<file path="config.mk">
export PLATFORM = sky130hd
export DESIGN_NAME = arbitro_rr_flat
export DESIGN_NICKNAME = d
export VERILOG_FILES = /design/src/rtl/arbitro_rr_pkg.sv /design/src/rtl/arbitro_rr_if.sv /design/src/rtl/arbitro_rr_pick.sv /design/src/rtl/arbitro_rr.sv /design/src/flat_wrapper.sv
export SDC_FILE = /design/constraint.sdc
export NUM_CORES = 1
export LEC_CHECK = 0
export CORE_MARGIN = 5
export CORE_UTILIZATION = 52
export CTS_BUF_LIST = sky130_fd_sc_hd__clkbuf_4 sky130_fd_sc_hd__clkbuf_8
export DETAILED_ROUTE_END_ITERATION = 10
export PLACE_DENSITY = 0.91
export SKIP_CTS_REPAIR_TIMING = 1
export SLEW_MARGIN = 15
export SYNTH_ARGS = -nofsm -noshare
export SYNTH_HDL_FRONTEND = slang
export SYNTH_SLANG_ARGS = --single-unit
</file>
<file path="constraint.sdc">
create_clock -name clk -period 2.25 [get_ports clk]
set_clock_uncertainty 0.2 [all_clocks]
set_input_delay 0.225 -clock clk [delete_from_list [all_inputs] [get_ports clk]]
set_output_delay 0.225 -clock clk [all_outputs]
set_load 0.05 [all_outputs]
</file>
<file path="src/rtl/arbitro_rr_pkg.sv">
// Shared types and helpers for the arbitro_rr round-robin arbiter.
// Optional grant timeout is enabled by defining ARBITRO_RR_TIMEOUT_EN.
package arbitro_pkg;

  localparam int N_DEFAULT = 4;
  localparam int ONEHOT_W  = 32;

  typedef enum logic [0:0] {
    IDLE = 1'b0,
    BUSY = 1'b1
  } state_t;

  // Callers slice the result down to their own N.
  function automatic logic [ONEHOT_W-1:0] onehot(input int idx, input int n);
    logic [ONEHOT_W-1:0] result;
    result = '0;
    if (idx >= 0 && idx < n && idx < ONEHOT_W) begin
      result[idx] = 1'b1;
    end else begin
      result = '0;
    end
    return result;
  endfunction

endpackage

</file>
<file path="src/rtl/arbitro_rr_if.sv">
// Request/grant bundle between the requesters (master) and the arbiter (slave).
// The preempt line only toggles when ARBITRO_RR_TIMEOUT_EN is defined.
interface arbitro_rr_if #(
  parameter int N = arbitro_pkg::N_DEFAULT
);
  localparam int NUM_W = $clog2(N);

  logic [N-1:0]     req;
  logic [N-1:0]     grant;
  logic [NUM_W-1:0] grant_num;
  logic             available;
  logic             preempt;

  modport master (
    output req,
    input  grant, grant_num, available, preempt
  );

  modport slave (
    input  req,
    output grant, grant_num, available, preempt
  );
endinterface

</file>
<file path="src/rtl/arbitro_rr_pick.sv">
// Combinational rotate-priority find-first: first set bit of req & ~exclude,
// searching upward from ptr and wrapping at N-1.
module arbitro_rr_pick #(
  parameter int N     = arbitro_pkg::N_DEFAULT,
  parameter int NUM_W = $clog2(N)
) (
  input  logic [N-1:0]     i_req,
  input  logic [NUM_W-1:0] i_ptr,
  input  logic [N-1:0]     i_excl,
  output logic             o_found,
  output logic [NUM_W-1:0] o_idx
);

  logic [N-1:0]   w_cand;
  logic [NUM_W:0] w_pos;

  // Walk from the farthest offset back to ptr so the nearest candidate wins last.
  always_comb begin
    w_cand  = i_req & ~i_excl;
    o_found = 1'b0;
    o_idx   = '0;
    w_pos   = '0;
    for (int k = N - 1; k >= 0; k--) begin
      w_pos   = {1'b0, i_ptr} + (NUM_W+1)'(k);
      w_pos   = (w_pos >= (NUM_W+1)'(N)) ? (w_pos - (NUM_W+1)'(N)) : w_pos;
      o_found = o_found | w_cand[w_pos[NUM_W-1:0]];
      o_idx   = w_cand[w_pos[NUM_W-1:0]] ? w_pos[NUM_W-1:0] : o_idx;
    end
  end

endmodule

</file>
<file path="src/rtl/arbitro_rr.sv">
// Registered round-robin arbiter: grant is held until the owner releases it.
// Define ARBITRO_RR_TIMEOUT_EN to revoke grants held MAX_HOLD cycles under contention.
module arbitro_rr
  import arbitro_pkg::*;
#(
  parameter int N        = N_DEFAULT,
  parameter int MAX_HOLD = 16
) (
  input  logic          clk,
  input  logic          rst,
  arbitro_rr_if.slave   bus
);

  localparam int NUM_W = $clog2(N);

  if (N < 2 || MAX_HOLD < 1) begin : g_param_check
    $error("arbitro_rr: N must be >= 2 and MAX_HOLD >= 1");
  end

  state_t           r_state;
  logic [N-1:0]     r_grant;
  logic [NUM_W-1:0] r_grant_num;
  logic             r_available;
  logic [NUM_W-1:0] r_ptr;

  logic             w_found;
  logic [NUM_W-1:0] w_idx;
  logic [N-1:0]     w_onehot;
  logic             w_owner_req;
  logic             w_timeout;
  logic             w_take;
  logic             w_release;

  // The current owner is always excluded; in IDLE r_grant is zero anyway.
  arbitro_rr_pick #(.N(N), .NUM_W(NUM_W)) u_pick (
    .i_req   (bus.req),
    .i_ptr   (r_ptr),
    .i_excl  (r_grant),
    .o_found (w_found),
    .o_idx   (w_idx)
  );

  assign w_onehot    = N'(onehot(int'(w_idx), N));
  assign w_owner_req = bus.req[r_grant_num];

`ifdef ARBITRO_RR_TIMEOUT_EN
  localparam int HOLD_W = $clog2(MAX_HOLD + 1);
  logic [HOLD_W-1:0] r_hold_cnt;
  logic              r_preempt;
  assign w_timeout   = w_owner_req && (r_hold_cnt == HOLD_W'(MAX_HOLD - 1));
  assign bus.preempt = r_preempt;
`else
  assign w_timeout   = 1'b0;
  assign bus.preempt = 1'b0;
`endif

  // Decide whether this edge hands out a new grant or returns to idle.
  always_comb begin
    w_take    = 1'b0;
    w_release = 1'b0;
    case (r_state)
      IDLE: begin
        w_take = w_found;
      end
      BUSY: begin
        w_take    = w_found && (!w_owner_req || w_timeout);
        w_release = !w_owner_req && !w_found;
      end
      default: begin
        w_release = 1'b1;
      end
    endcase
  end

  // FSM, pointer and registered outputs.
  always_ff @(posedge clk) begin
    if (rst) begin
      r_state     <= IDLE;
      r_grant     <= '0;
      r_grant_num <= '0;
      r_available <= 1'b1;
      r_ptr       <= '0;
`ifdef ARBITRO_RR_TIMEOUT_EN
      r_hold_cnt  <= '0;
      r_preempt   <= 1'b0;
`endif
    end else if (w_take) begin
      r_state     <= BUSY;
      r_grant     <= w_onehot;
      r_grant_num <= w_idx;
      r_available <= 1'b0;
      r_ptr       <= (w_idx == NUM_W'(N - 1)) ? '0 : (w_idx + NUM_W'(1));
`ifdef ARBITRO_RR_TIMEOUT_EN
      r_hold_cnt  <= '0;
      r_preempt   <= w_timeout;
`endif
    end else if (w_release) begin
      r_state     <= IDLE;
      r_grant     <= '0;
      r_grant_num <= '0;
      r_available <= 1'b1;
`ifdef ARBITRO_RR_TIMEOUT_EN
      r_hold_cnt  <= '0;
      r_preempt   <= 1'b0;
`endif
    end else begin
`ifdef ARBITRO_RR_TIMEOUT_EN
      // Saturate at MAX_HOLD-1 while nobody else is waiting.
      if (r_state == BUSY && r_hold_cnt != HOLD_W'(MAX_HOLD - 1)) begin
        r_hold_cnt <= r_hold_cnt + HOLD_W'(1);
      end
      r_preempt <= 1'b0;
`endif
    end
  end

  assign bus.grant     = r_grant;
  assign bus.grant_num = r_grant_num;
  assign bus.available = r_available;

endmodule
</file>
<file path="src/flat_wrapper.sv">
// flat-port wrapper written by rule: the top's interface ports become plain ports
module arbitro_rr_flat import arbitro_pkg::*;
#(
  parameter int N        = N_DEFAULT,
  parameter int MAX_HOLD = 16
)
  (clk, rst, bus_req, bus_grant, bus_grant_num, bus_available, bus_preempt);
  arbitro_rr_if #(.N(N)) bus_i ();
  input  logic clk;
  input  logic rst;
  input wire logic [$bits(bus_i.req)-1:0] bus_req;
  output wire logic [$bits(bus_i.grant)-1:0] bus_grant;
  output wire logic [$bits(bus_i.grant_num)-1:0] bus_grant_num;
  output wire logic [$bits(bus_i.available)-1:0] bus_available;
  output wire logic [$bits(bus_i.preempt)-1:0] bus_preempt;
  assign bus_i.req = bus_req;
  assign bus_grant = bus_i.grant;
  assign bus_grant_num = bus_i.grant_num;
  assign bus_available = bus_i.available;
  assign bus_preempt = bus_i.preempt;
  arbitro_rr #(.N(N), .MAX_HOLD(MAX_HOLD)) u_core (.clk(clk), .rst(rst), .bus(bus_i));
endmodule
</file>
# Word-level counts from Yosys, hierarchy flattened
# Index checks and enable logic that the tools add are counted.
# classes
n_lt_le_gt_ge	11
reduce_logical	6
n_eq_ne	1
mux	31
n_bitwise	6
add_sub_neg	8
# op_table
operator	n
$mux 2	11
$lt 2x3->1 const B	5
$mux 1	11
$bmux 1 s2	5
$ge 3x3->1 const B	3
$mux 4	2
$sub 2x1->2 const B	4
$add 2x2->3 const B	2
$lt 2x6->1 const B	1
$and 4x4->4	1
$not 4->4	1
$add 2x1->3 const B	1
$ge 2x3->1 const B	1
$logic_and 1x1->1	3
$or 1x1->1	3
$add 2x1->2 const B	1
$demux 1 s2	1
$eq 2x2->1 const B	1
$ge 2x1->1 const B	1
$logic_not 1->1	2
$pmux 1 s2	1
$reduce_bool 2->1	1
$not 1->1	1
# word_totals
word_cells	68
output_inout_bits	8
register_bits	10
input_bits	6

# Longest topological paths before layout
# logic_depth
ltp_word	14
ltp_mapped	7
ltp_nobuf	5

# Modules after synthesis
# Synthesis repeated with hierarchy kept, for this count alone.
# unflattened
cells_unflattened	78
area_unflattened_um2	686.9
# by_module_without_submodules
module	cells_per_inst	area_each_um2	instances
arbitro_rr	61	579.3	1
arbitro_rr_pick	17	107.6	1

# Worst setup path before layout
# OpenSTA, ideal clock, no wires.
# synth_timing
path_type	register to register
from	register u_core.r_grant_num[1] (netlist: u_core.bus.grant_num[1])
to	register u_core.r_ptr[1]
setup_slack_ps	142
setup_time_ps	77
period_less_slack_ps	2108
arrival_ps	1832
stages_incl_launch_ff	6
path_cell_list	dfxtp_1 -> mux2_1 -> o2bb2ai_2 -> or2_4 -> a211o_1 -> a41oi_2
# synth_via
elab_chain_cells	5
# synth_rtl
item	line_no	rtl
start, declared	arbitro_rr.sv:22	logic [NUM_W-1:0] r_grant_num;
start signal, assigned	arbitro_rr.sv:90	r_grant_num <= w_idx;
$bmux 1 s2	arbitro_rr.sv:44	assign w_owner_req = bus.req[r_grant_num];
$mux 1 (implied by the code)	arbitro_rr.sv:44	
$logic_not 1->1	arbitro_rr.sv:66	w_take = w_found && (!w_owner_req || w_timeout);
$logic_and 1x1->1	arbitro_rr.sv:66	
$pmux 1 s2	arbitro_rr.sv:61	case (r_state)
end signal, assigned	arbitro_rr.sv:92	r_ptr <= (w_idx == NUM_W'(N - 1)) ? '0 : (w_idx + NUM_W'(1));
end, declared	arbitro_rr.sv:24	logic [NUM_W-1:0] r_ptr;
# Every way passes these cells. The select of a mux whose other input is x is not followed.
# A chain may end at the register's enable or synchronous reset.

# Worst setup path in the final report
# layout_timing
from	register u_core.r_grant[2] (netlist: u_core.bus.grant[2])
to	output port bus_grant[2]
# layout_rtl
item	line_no	rtl
start, declared	arbitro_rr.sv:21	logic [N-1:0] r_grant;
start signal, assigned	arbitro_rr.sv:89	r_grant <= w_onehot;
end, declared	flat_wrapper.sv:12	output wire logic [$bits(bus_i.grant)-1:0] bus_grant;
# No word-level cell between the ends.

==> results.toml <==
[status]
status = "completed"

[finish]
num-nets-final = 101
areaGrowthSynthToFinish_pct = 22.18
drive_gt1_frac = 0.1702
n_antenna_cell = 0
fillers = 112

[synthesis]
synthTopCellsByArea = "dfxtp_1 29%, a21oi_1 6.4%, nor2_1 3.8%"
synth_edf_count = 0
yosys_warnings = 0
syn_area_sq_um = 699.4
syn_avg_cell_area_sq_um = 8.635
ys_seq_area_frac = 0.2862
yosys-top-cells-count = "10 x dfxtp_1, 9 x a21oi_1, 7 x nor2_1, 5 x inv_1, 4 x nor3_1"
yosysTopAreaCellShare = 0.2862
syn_nets = 87
syn_inst = 81
ys_ff_latch = 10
synth_most_common_cell = "dfxtp_1"
netlist-cell-type-count = 41
synthFlopType = "dfxtp_1"
yosysTopAreaCell = "dfxtp_1"
ys_async_sr_fraction = 0

[global_route]
overflow = 0
grt_usage = 0.1806
grt_pass1_wl_um = 2697
antenna_found_initial = 0
grt_max_degree = 11
grt_pass1_vias = 661

[timing]
min_period_ns = 2.039
setup_violations = 0
timing.setup.tns_ns = 0
worstMarginPinSlew_ns = 0.5000
finalHoldViolations = 0
fin_crit_sh = 0.9062
clock.fmax_mhz = 490.4
rsz0062_at_grt = "no"
relSlewSlack = 0.6656
final_max_slew_viol_count = 0

[floorplanning]
fp.dieArea_sq_um = 2179
die_height_um = 46.68
core_region_area_sq_um = 1285
start_util = 0.5443
die_x_um = 46.68
num_rows = 13
io_pins = 14

[hold_path]
hp-class = "flip-flop to flip-flop"

[power]
p_leak_nw = 0.3293
finalPower_mw = 1.078
p_per_area_nw_per_um2 = 1261
p_sw_frac = 0.4654
vdd_ir_drop_max_mv = 0.6957
p_switching_uw = 501.6
pwr-share-clk = 0.151
p_comb_frac = 0.555
p_int_uw = 576.1
pwr-share-seq = 0.294

[setup_path]
critPathKind = "flip-flop to primary output"
path_cells = "clkdlybuf4s50_1"
cp.arrival_ns = 1.61
end_kind = "primary output"
cp_slowest_cell = "clkdlybuf4s50_1"
crit_required_ns = 1.82
cp_slowest_stage_delay_ns = 0.86
path_max_fanout = 6
critPathLaunchType = "flip-flop"
path_delay_family = "buffers and inverters"
r2r_setup_slack_ns = 0.31
cp.buffers_inverters = 1

[placement]
place.gp.congestion = 0.8136
dp_hpwl_um = 1209
port_buffers = 12

[clock_tree]
cts_tree = "built"
ctsLongestPathBuffers = 2
ctsHtreeMaxLevel = 1
clock-root-buffer = "clkbuf_4"
cts-buffers-inserted = 3
clk_latency_ns = 0.27
clkSinkCount = 10
path_clk_slew_ns = 0.06

[run]
cap_violations = 0

[route]
drtIter0Drc = 11
via_per_inst = 6.000
ant_nets = 0
vias = 654
drc = 0
drt_wl_total_um = 1609
first_pass_iters = 4
avgRoutedWirePerCell_um = 14.76
==> tightest hold or removal path, stage by stage (launching register included) <==
cell,delay [ns]
dfxtp_1,0.35
a21oi_1,0.07
o21ai_0,0.06
==> power groups by stage <==
| stage | combinational [mW] | clock (mW) | sequential (mW) |
|---|---|---|---|
| finish | 0.598 | 0.163 | 0.317 |
| global placement | 0.581 | 0 | 0.316 |
| floorplan | 0.374 | 0 | 0.408 |
| detailed placement | 0.592 | 0 | 0.317 |
| global route | 0.646 | 0.180 | 0.327 |
| CTS | 0.596 | 0.168 | 0.315 |
==> cell type report <==
| type | instances | area [sq um] | share of cell area |
|---|---|---|---|
| multi-input cells | 62 | 452.9 | 0.5300 |
| repair buffers | 13 | 127.6 | 0.1493 |
| clock buffers | 4 | 36.28 | 0.04246 |
| well taps | 15 | 18.77 | 0.02196 |
| inverters | 5 | 18.77 | 0.02196 |
| flip-flops and latches | 10 | 200.2 | 0.2343 |
==> flip-flops by register name (all words and copies together), names as in the netlist <==
name and cells:
u_core.bus.grant 4, u_core.bus.grant_num 2, u_core.r_ptr 2, u_core.bus.available 1
u_core.r_state 1
==> cells in the final DEF, fill, tap and decap left out, types with 2 or more instances in the layout <==
master and instances:
a21oi_1 9, mux2i_1 2, inv_1 5, nor2_1 7, clkbuf_4 3, o2bb2ai_1 2, nand3b_1 3, nand4_1 2
nor3_1 4, a22o_1 2, nand2_1 2, o21ai_0 2, dfxtp_1 10, and2b_4 2, clkdlybuf4s50_1 12, nand2b_1 2
==> metrics by stage <==
stage               std cells  setup WS (ns)  cell area (sq um)  hold WS (ns)    util
floorplan                  81         0.1417              699.4        0.2713       -
global placement          105        0.06507              818.3        0.2834  0.6368
detailed placement        105        0.06690              818.3        0.2911  0.6368
CTS                       109         0.2058              854.6        0.3109  0.6650
global route              109         0.1143              854.6        0.3476  0.6650
finish                    109         0.2111              854.6        0.3107  0.6650
==> kinds of logic after synthesis <==
family | Yosys count | synth area share
DFF | 10 | 0.2862
other | 1 | 0.005362
and+or+nand+nor | 34 | 0.3435
muxes | 3 | 0.04472
buffers and inverters | 9 | 0.06618
AOI/OAI and AO/OA | 24 | 0.2541
==> worst paths after layout <==
kind                                         startpoint              endpoint  depth (start not counted)
worst max-delay path                u_core.bus.grant[2]          bus_grant[2]                          1
worst min-delay path               u_core.bus.available  u_core.bus.available                          2
worst max register to register  u_core.bus.grant_num[1]   u_core.bus.grant[1]                          5
worst min register to register     u_core.bus.available  u_core.bus.available                          2
==> metal layers <==
metal	track usage	vias up	routed length [um]
li1	-	324	-
met1	0.1875	305	724
met2	0.3049	18	732
met3	0.05078	7	91
met4	0.1326	0	61
met5	0	-	0
No activity file was read; power rests on OpenSTA's default activity.
